[config.mk]
export PLATFORM = sky130hd
export DESIGN_NAME = pow2_mod_seq
export DESIGN_NICKNAME = d
export VERILOG_FILES = /design/src/rtl/pow2_mod_seq.sv
export SDC_FILE = /design/constraint.sdc
export NUM_CORES = 1
export LEC_CHECK = 0
export ABC_AREA = 0
export ABC_CLOCK_PERIOD_IN_PS = 2460
export CAP_MARGIN = 30
export CORE_ASPECT_RATIO = 1.4
export CORE_MARGIN = 2
export CORE_UTILIZATION = 30
export DETAILED_ROUTE_END_ITERATION = 16
export GPL_TIMING_DRIVEN = 0
export PLACE_DENSITY = 0.6
export SLEW_MARGIN = 20
export SYNTH_ARGS = -nofsm -noshare
export SYNTH_HDL_FRONTEND = slang
export SYNTH_SLANG_ARGS = --single-unit
[constraint.sdc]
create_clock -name clk -period 2.46 [get_ports clk]
set_input_delay 0.738 -clock clk [delete_from_list [all_inputs] [get_ports clk]]
set_output_delay 0.738 -clock clk [all_outputs]
set_load 0.02 [all_outputs]
[src/rtl/pow2_mod_seq.sv]
// Sequential 2^n mod m generator for CRT/RNS weights, built from repeated modular doubling.
// Valid/ready handshakes on both the request and result sides, with one job in flight at a time.
module pow2_mod_seq #(
  parameter int unsigned MOD_W = 16,
  parameter int unsigned EXP_W = 5,
  parameter int unsigned OUT_W = 32
) (
  input  logic             clk,
  input  logic             rst_n,
  input  logic             clr,
  input  logic             in_valid,
  output logic             in_ready,
  input  logic [MOD_W-1:0] m,
  input  logic [EXP_W-1:0] n,
  output logic             out_valid,
  input  logic             out_ready,
  output logic [OUT_W-1:0] result,
  output logic             err
);

  typedef enum logic [1:0] {
    IDLE = 2'd0,
    RUN  = 2'd1,
    DONE = 2'd2
  } state_t;

  state_t           state;
  state_t           state_nxt;
  logic [MOD_W-1:0] r;
  logic [MOD_W-1:0] m_q;
  logic [EXP_W-1:0] cnt;
  logic             err_q;
  logic             accept;
  logic [MOD_W-1:0] r_shl;
  logic             dbl_ge;
  logic [MOD_W-1:0] r_dbl;

  assign in_ready  = (state == IDLE);
  assign out_valid = (state == DONE);
  assign accept    = in_valid && (state == IDLE) && !clr;
  assign result    = OUT_W'(r);
  assign err       = err_q;

  // 2r >= m evaluated at MOD_W+1 bits: the dropped carry of 2r is r's MSB.
  // When it is set the true difference is still < m, so the MOD_W-bit wrap is exact.
  always_comb begin
    r_shl  = {r[MOD_W-2:0], 1'b0};
    dbl_ge = r[MOD_W-1] || (r_shl >= m_q);
    r_dbl  = dbl_ge ? (r_shl - m_q) : r_shl;
  end

  always_ff @(posedge clk or negedge rst_n) begin
    if (!rst_n) begin
      state <= IDLE;
    end else begin
      state <= state_nxt;
    end
  end

  always_comb begin
    state_nxt = state;
    unique case (state)
      IDLE: begin
        if (accept) begin
          state_nxt = ((m == '0) || (n == '0)) ? DONE : RUN;
        end
      end
      RUN: begin
        if (cnt == EXP_W'(1)) begin
          state_nxt = DONE;
        end
      end
      DONE: begin
        if (out_ready) begin
          state_nxt = IDLE;
        end
      end
      default: state_nxt = IDLE;
    endcase
    if (clr) begin
      state_nxt = IDLE;
    end
  end

  always_ff @(posedge clk or negedge rst_n) begin
    if (!rst_n) begin
      r     <= '0;
      m_q   <= '0;
      cnt   <= '0;
      err_q <= 1'b0;
    end else if (clr) begin
      r     <= r;
    end else if (accept) begin
      m_q   <= m;
      cnt   <= n;
      err_q <= (m == '0);
      r     <= (m > MOD_W'(1)) ? MOD_W'(1) : '0;
    end else if (state == RUN) begin
      r     <= r_dbl;
      cnt   <= cnt - EXP_W'(1);
    end
  end

endmodule

---- After elaboration in Yosys (flattened, before gate mapping) ----
Index checks and enable logic that the tools add are counted.
storage, ports and cells
  register bits after elaboration ......... 40
  latch bits .............................. 0
  RAM bits ................................ 0
  memory bits (read-only) ................. 0
  input port bits ......................... 26
  output and inout port bits .............. 35
  logic and storage cells ................. 40
  memories kept ........................... 0
operators by class
  add/sub/neg operators ................... 2
  multiply operators ...................... 0
  divide/modulo/power cells ............... 0
  $lt $le $gt $ge ......................... 2
  eq/ne operators ......................... 6
  shift-type cells ........................ 0
  multiplexer cells ....................... 12
  bitwise logic cells ..................... 1
  reductions and logical operators ........ 12
operators with widths
  operator             count
  $mux 16              3
  $ge 16x16->1         1
  $gt 16x1->1 const B  1
  $logic_not 16->1     1
  $sub 16x16->16       1
  $mux 2               5
  $mux 5               2
  $ne 3x2->1 const B   2
  $pmux 2 s3           1
  $eq 5x1->1 const B   1
  $logic_not 5->1      1
  $sub 5x1->5 const B  1
  $reduce_and 2->1     2
  $ne 3x3->1 const B   1
  $reduce_and 3->1     1
  $eq 2x1->1 const B   1
  $eq 2x2->1 const B   1
  $logic_and 1x1->1    2
  $logic_not 2->1      1
  $logic_or 1x1->1     2
  $reduce_bool 2->1    1
  $logic_not 1->1      1
  $mux 1               1
  $not 1->1            1

---- Longest topological paths before layout ----
  depth in word-level cells ............... 6
  mapped depth ............................ 10
  depth with buffers taken out ............ 9

---- Least setup slack after synthesis ----
OpenSTA, ideal clock, no wires.
  kind .................................... register -> register
  from .................................... register r[0]
  to ...................................... register r[0]
  setup time .............................. 0.119 ns
  data arrival time ....................... 2.489 ns
  required time ........................... 2.341 ns
  path slack .............................. -0.148 ns
  stages on the path, launching flop included .. 9
  buffers on the path ..................... 1
  clock period less this slack ............ 2.608 ns
  cell sequence ........................... dfrtp_1 fa_1 a21o_1 a2111oi_4 o2111ai_2 a311oi_4 buf_6 o21ai_1 o21a_1
between the ends
  longest elaborated chain between the ends .. 5
ends and longest elaborated chain
  element                 line  RTL
  from (decl)             29    logic [MOD_W-1:0] r;
  from (signal assigned)  92    r <= r;
  from (signal assigned)  97    r <= (m > MOD_W'(1)) ? MOD_W'(1) : '0;
  from (signal assigned)  99    r <= r_dbl;
  $ge 16x16->1            48    dbl_ge = r[MOD_W-1] || (r_shl >= m_q);
  $logic_or 1x1->1        48
  $mux 16                 49    r_dbl = dbl_ge ? (r_shl - m_q) : r_shl;
  $mux 16                 98    end else if (state == RUN) begin
  $mux 16                 93    end else if (accept) begin
Every way passes these cells. The select of a mux whose other input is x is not followed.
A chain may end at the register's enable or synchronous reset.

---- Worst setup path in the final report ----
  from .................................... register r[7]
  to ...................................... register r[13]
between the ends
  longest elaborated chain between the ends .. 5
  elaborated cells on any way between the ends .. 6
  those cells by class .................... 1 x add/sub; 1 x order compare; 3 x mux; 1 x reduce/logical
ends and longest elaborated chain
  element           line
  $ge 16x16->1      48
  $logic_or 1x1->1  48
  $mux 16 (*)       49
  $mux 16 (*)       98
  $mux 16 (*)       93
Mark *: on every way between the ends. The rest lies on a longest branch, timed or not. The select of a mux whose other input is x is not followed.

==> results.py <==
metrics = {
    "run_status": {
        "outcome": "finished with violations",
        "violations": "negative setup slack",
    },
    "layout": {
        "finalNetCount": 459,
        "fillers": 966,
        "area.growth.synth_to_final_pct": 39.3,
        "stdcell_area_sq_mm": 0.00405,
        "drive_above_1_share_pct": 18.6,
        "antenna_cells": 0,
    },
    "critical_path": {
        "worst-path-buf-inv": 2,
        "path_class": "reg -> reg",
        "cp_top_family": "simple AND/OR/NAND/NOR gates",
        "crit_slowest_cell": "or4_4",
        "cp-end-kind": "register",
        "reg2reg_from": "r[7]$_DFFE_PN0P_",
        "start_kind": "register",
        "timing.reg2reg.setup_slack_ns": -0.07,
        "worstReg2RegEnd": "r[13]$_DFFE_PN0P_",
        "r2r_cells": 9,
        "crit_path_max_incr_delay_ns": 0.53,
        "critical_path.cell_chain": "ha_1, buf_6, nand4_1, a211o_1, o2111ai_2, a311oi_4, buf_12, or4_4, nand2_2",
        "crit_fanout": 9,
        "cp.arrival_ns": 2.76,
        "critical_path_required_ns": 2.69,
    },
    "floorplanning": {
        "io_pins": 61,
        "core_area_sq_mm": 0.00946,
        "die_y_um": 121,
        "die_w_um": 87.2,
        "start_util_pct": 30.8,
        "row_count": 42,
        "die_area_sq_mm": 0.0105,
    },
    "yosys": {
        "yosysWarnings": 0,
        "synth_area_per_cell_sq_um": 8.66,
        "synthesis.area_sq_mm": 0.00291,
        "synth_edf_count": 0,
        "synth_cell_type_count": 57,
        "async_flop_share_pct": 100,
        "synth_cells": 336,
        "ys_seq_area_share_pct": 34.4,
        "synthFlopType": "dfrtp_1",
        "synth-seq-cells": 40,
    },
    "clock_network": {
        "ctsHoldBuffers": 0,
        "cts_tree": "done",
        "cts.path.max_buffers": 2,
        "clkTransAtPathRegs_ns": 0.06,
        "clk-insertion-delay-late_ns": 0.29,
        "root_buffer": "clkbuf_16",
        "cts_max_level": 2,
        "numCtsBuffers": 5,
        "cts_sinks": 40,
    },
    "timing": {
        "final_critical_path_setup_slack_ns": -0.0683,
        "finalHoldViolCount": 0,
        "setup_viol": 3,
        "period_share_pct": 103,
        "skew_ns": 0.00777,
        "hold_ws_ns": 0.458,
        "drv_slew": 0,
        "slew_headroom_pct": 59.5,
        "rsz0062_at_grt": "yes",
        "fin_setup_tns_ns": -0.143,
        "period_minus_slack_ns": 2.53,
        "fmax_ghz": 0.396,
        "tightest_slew_ns": 0.608,
    },
    "routing": {
        "drc_errors": 0,
        "postRouteAntennaNets": 0,
        "viasPerCell": 5.29,
        "wl_per_cell_um": 16.4,
        "drt_iter0_drc": 165,
        "routed-via-count": 2778,
        "wl_um": 8620,
        "detail_route.first_pass.iterations": 4,
    },
    "global_route": {
        "grt.overflow.total": 0,
        "grt_pass1_vias": 2730,
        "grt_max_degree": 25,
        "grt_pass1_wl_um": 13500,
        "track_usage_pct": 16.4,
        "antenna_found_initial": 0,
    },
    "power_and_ir_drop": {
        "ir_drop_mv": 0.401,
        "powerDensity_mw_per_mm2": 921,
        "p_leak_nw": 1.79,
    },
    "worst_hold_path": {
        "hp-class": "in -> async",
    },
    "place": {
        "dp_hpwl_um": 6380,
        "port-buffer-count": 44,
        "placement.cell_area_sq_mm": 0.00361,
        "place_congestion": 0.895,
    },
    "flow_run": {
        "max_cap_viol_count": 0,
    },
}
power breakdown:
group,leakage (nW),internal [mW],total (mW),switching [mW]
combinational,1.19,0.908,2.00,1.09
clock,0.0840,0.483,0.774,0.292
sequential,0.514,0.825,0.956,0.131
total,1.79,2.22,3.73,1.52
registers in the layout, summed over array words and instances (netlist names):
register	cells
cnt	5
err	1
state	2
r	16
m_q	16
layout by cell type, fill, tap and decap left out, drive strengths merged, types with 4 or more instances in the layout:
cell and n:
clkdlybuf4s50 41, dfrtp 40, nand2 39, o21ai 38
buf 37, inv 20, a21oi 19, ha 18
clkbuf 17, conb 16, nor2 15, nand3 10
xor2 8, a21o 7, a32oi 7, nand2b 7
nor3 5, o21a 5, o31ai 5, o311ai 5
nor4 4, mux2i 4
logic make-up after synthesis:
kind of cell | synth area share (%)
XOR/XNOR | 3.31
multiplexers | 1.76
other | 0.129
buffers and inverters | 10.1
AO/OA/AOI/OAI | 25.9
flip-flops | 34.4
adder cells (fa/ha/maj) | 8.43
AND/OR/NAND/NOR | 15.9
Yosys cell counts (4+ instances only):
| library cell | number | area share, % |
|---|---|---|
| dfrtp_1 | 40 | 34 |
| mux2i_1 | 4 | 1.4 |
| nand2b_1 | 7 | 1.5 |
| nand3_1 | 10 | 1.7 |
| nand2_1 | 39 | 5.0 |
| a21oi_1 | 19 | 3.3 |
| nor2_1 | 15 | 1.9 |
| o31ai_1 | 5 | 1.3 |
| xor2_1 | 8 | 2.4 |
| buf_2 | 6 | 1.0 |
| nor4_1 | 4 | 0.86 |
| o21a_1 | 5 | 1.3 |
| clkbuf_1 | 11 | 1.4 |
| a21o_1 | 7 | 1.8 |
| a32oi_1 | 7 | 2.1 |
| buf_4 | 16 | 4.1 |
| o21ai_0 | 29 | 5.0 |
| o311ai_1 | 5 | 1.5 |
| inv_1 | 20 | 2.6 |
| o21ai_1 | 9 | 1.5 |
| nor3_1 | 5 | 0.86 |
| ha_1 | 18 | 7.7 |
area by class of cell:
type	count	area [sq um]	share of cell area, %
plain buffers	36	263	6.48
clock buffers	5	125	3.09
clock inverters	3	47.5	1.17
inverters	20	75.1	1.85
multi-input cells	255	1820	45.0
flip-flops and latches	40	1000	24.8
well taps	110	138	3.40
repair buffers	56	577	14.2
per-layer routing:
layer	wire length [um]	track usage [%]	vias up	part of all wire, %
met2	4410	28.5	79	51
met1	3620	20.2	1344	42
met5	0	0	-	0
li1	-	-	1341	-
met4	274	6.06	0	3.2
met3	320	2.32	14	3.7
stage by stage:
stage	setup slack, ns	utilization (%)	cells	power, mW
2_1_floorplan	-0.0267	-	351	2.20
3_3_place_gp	-0.665	37.9	505	2.64
4_1_cts	-0.108	41.1	519	3.59
6_report	-0.0683	42.9	525	3.73
5_1_grt	-0.138	42.9	525	4.00
3_5_place_dp	-0.375	38.2	506	2.68
repair_timing:
item,in CTS,in global routing
endpoints found under the setup margin,21,21
gates cloned,0,1
buffers inserted,5,5
gates resized for setup,14,23
pin swaps,8,10
worst max-delay path by stage:
| stage | startpoint | to | slack (ns) | cells past startpoint |
|---|---|---|---|---|
| after CTS | r[0]$_DFFE_PN0P_ | r[12]$_DFFE_PN0P_ | -0.11 | 9 |
| after global placement | rst_n | r[4]$_DFFE_PN0P_ | -0.66 | 1 |
| final | r[7]$_DFFE_PN0P_ | r[13]$_DFFE_PN0P_ | -0.07 | 9 |
| after floorplan | r[0]$_DFFE_PN0P_ | r[0]$_DFFE_PN0P_ | -0.03 | 8 |
| after detailed placement | in_valid | cnt[3]$_DFFE_PN0P_ | -0.38 | 6 |
| after global routing | r[7]$_DFFE_PN0P_ | r[13]$_DFFE_PN0P_ | -0.14 | 9 |
No activity file was read; power rests on OpenSTA's default activity.
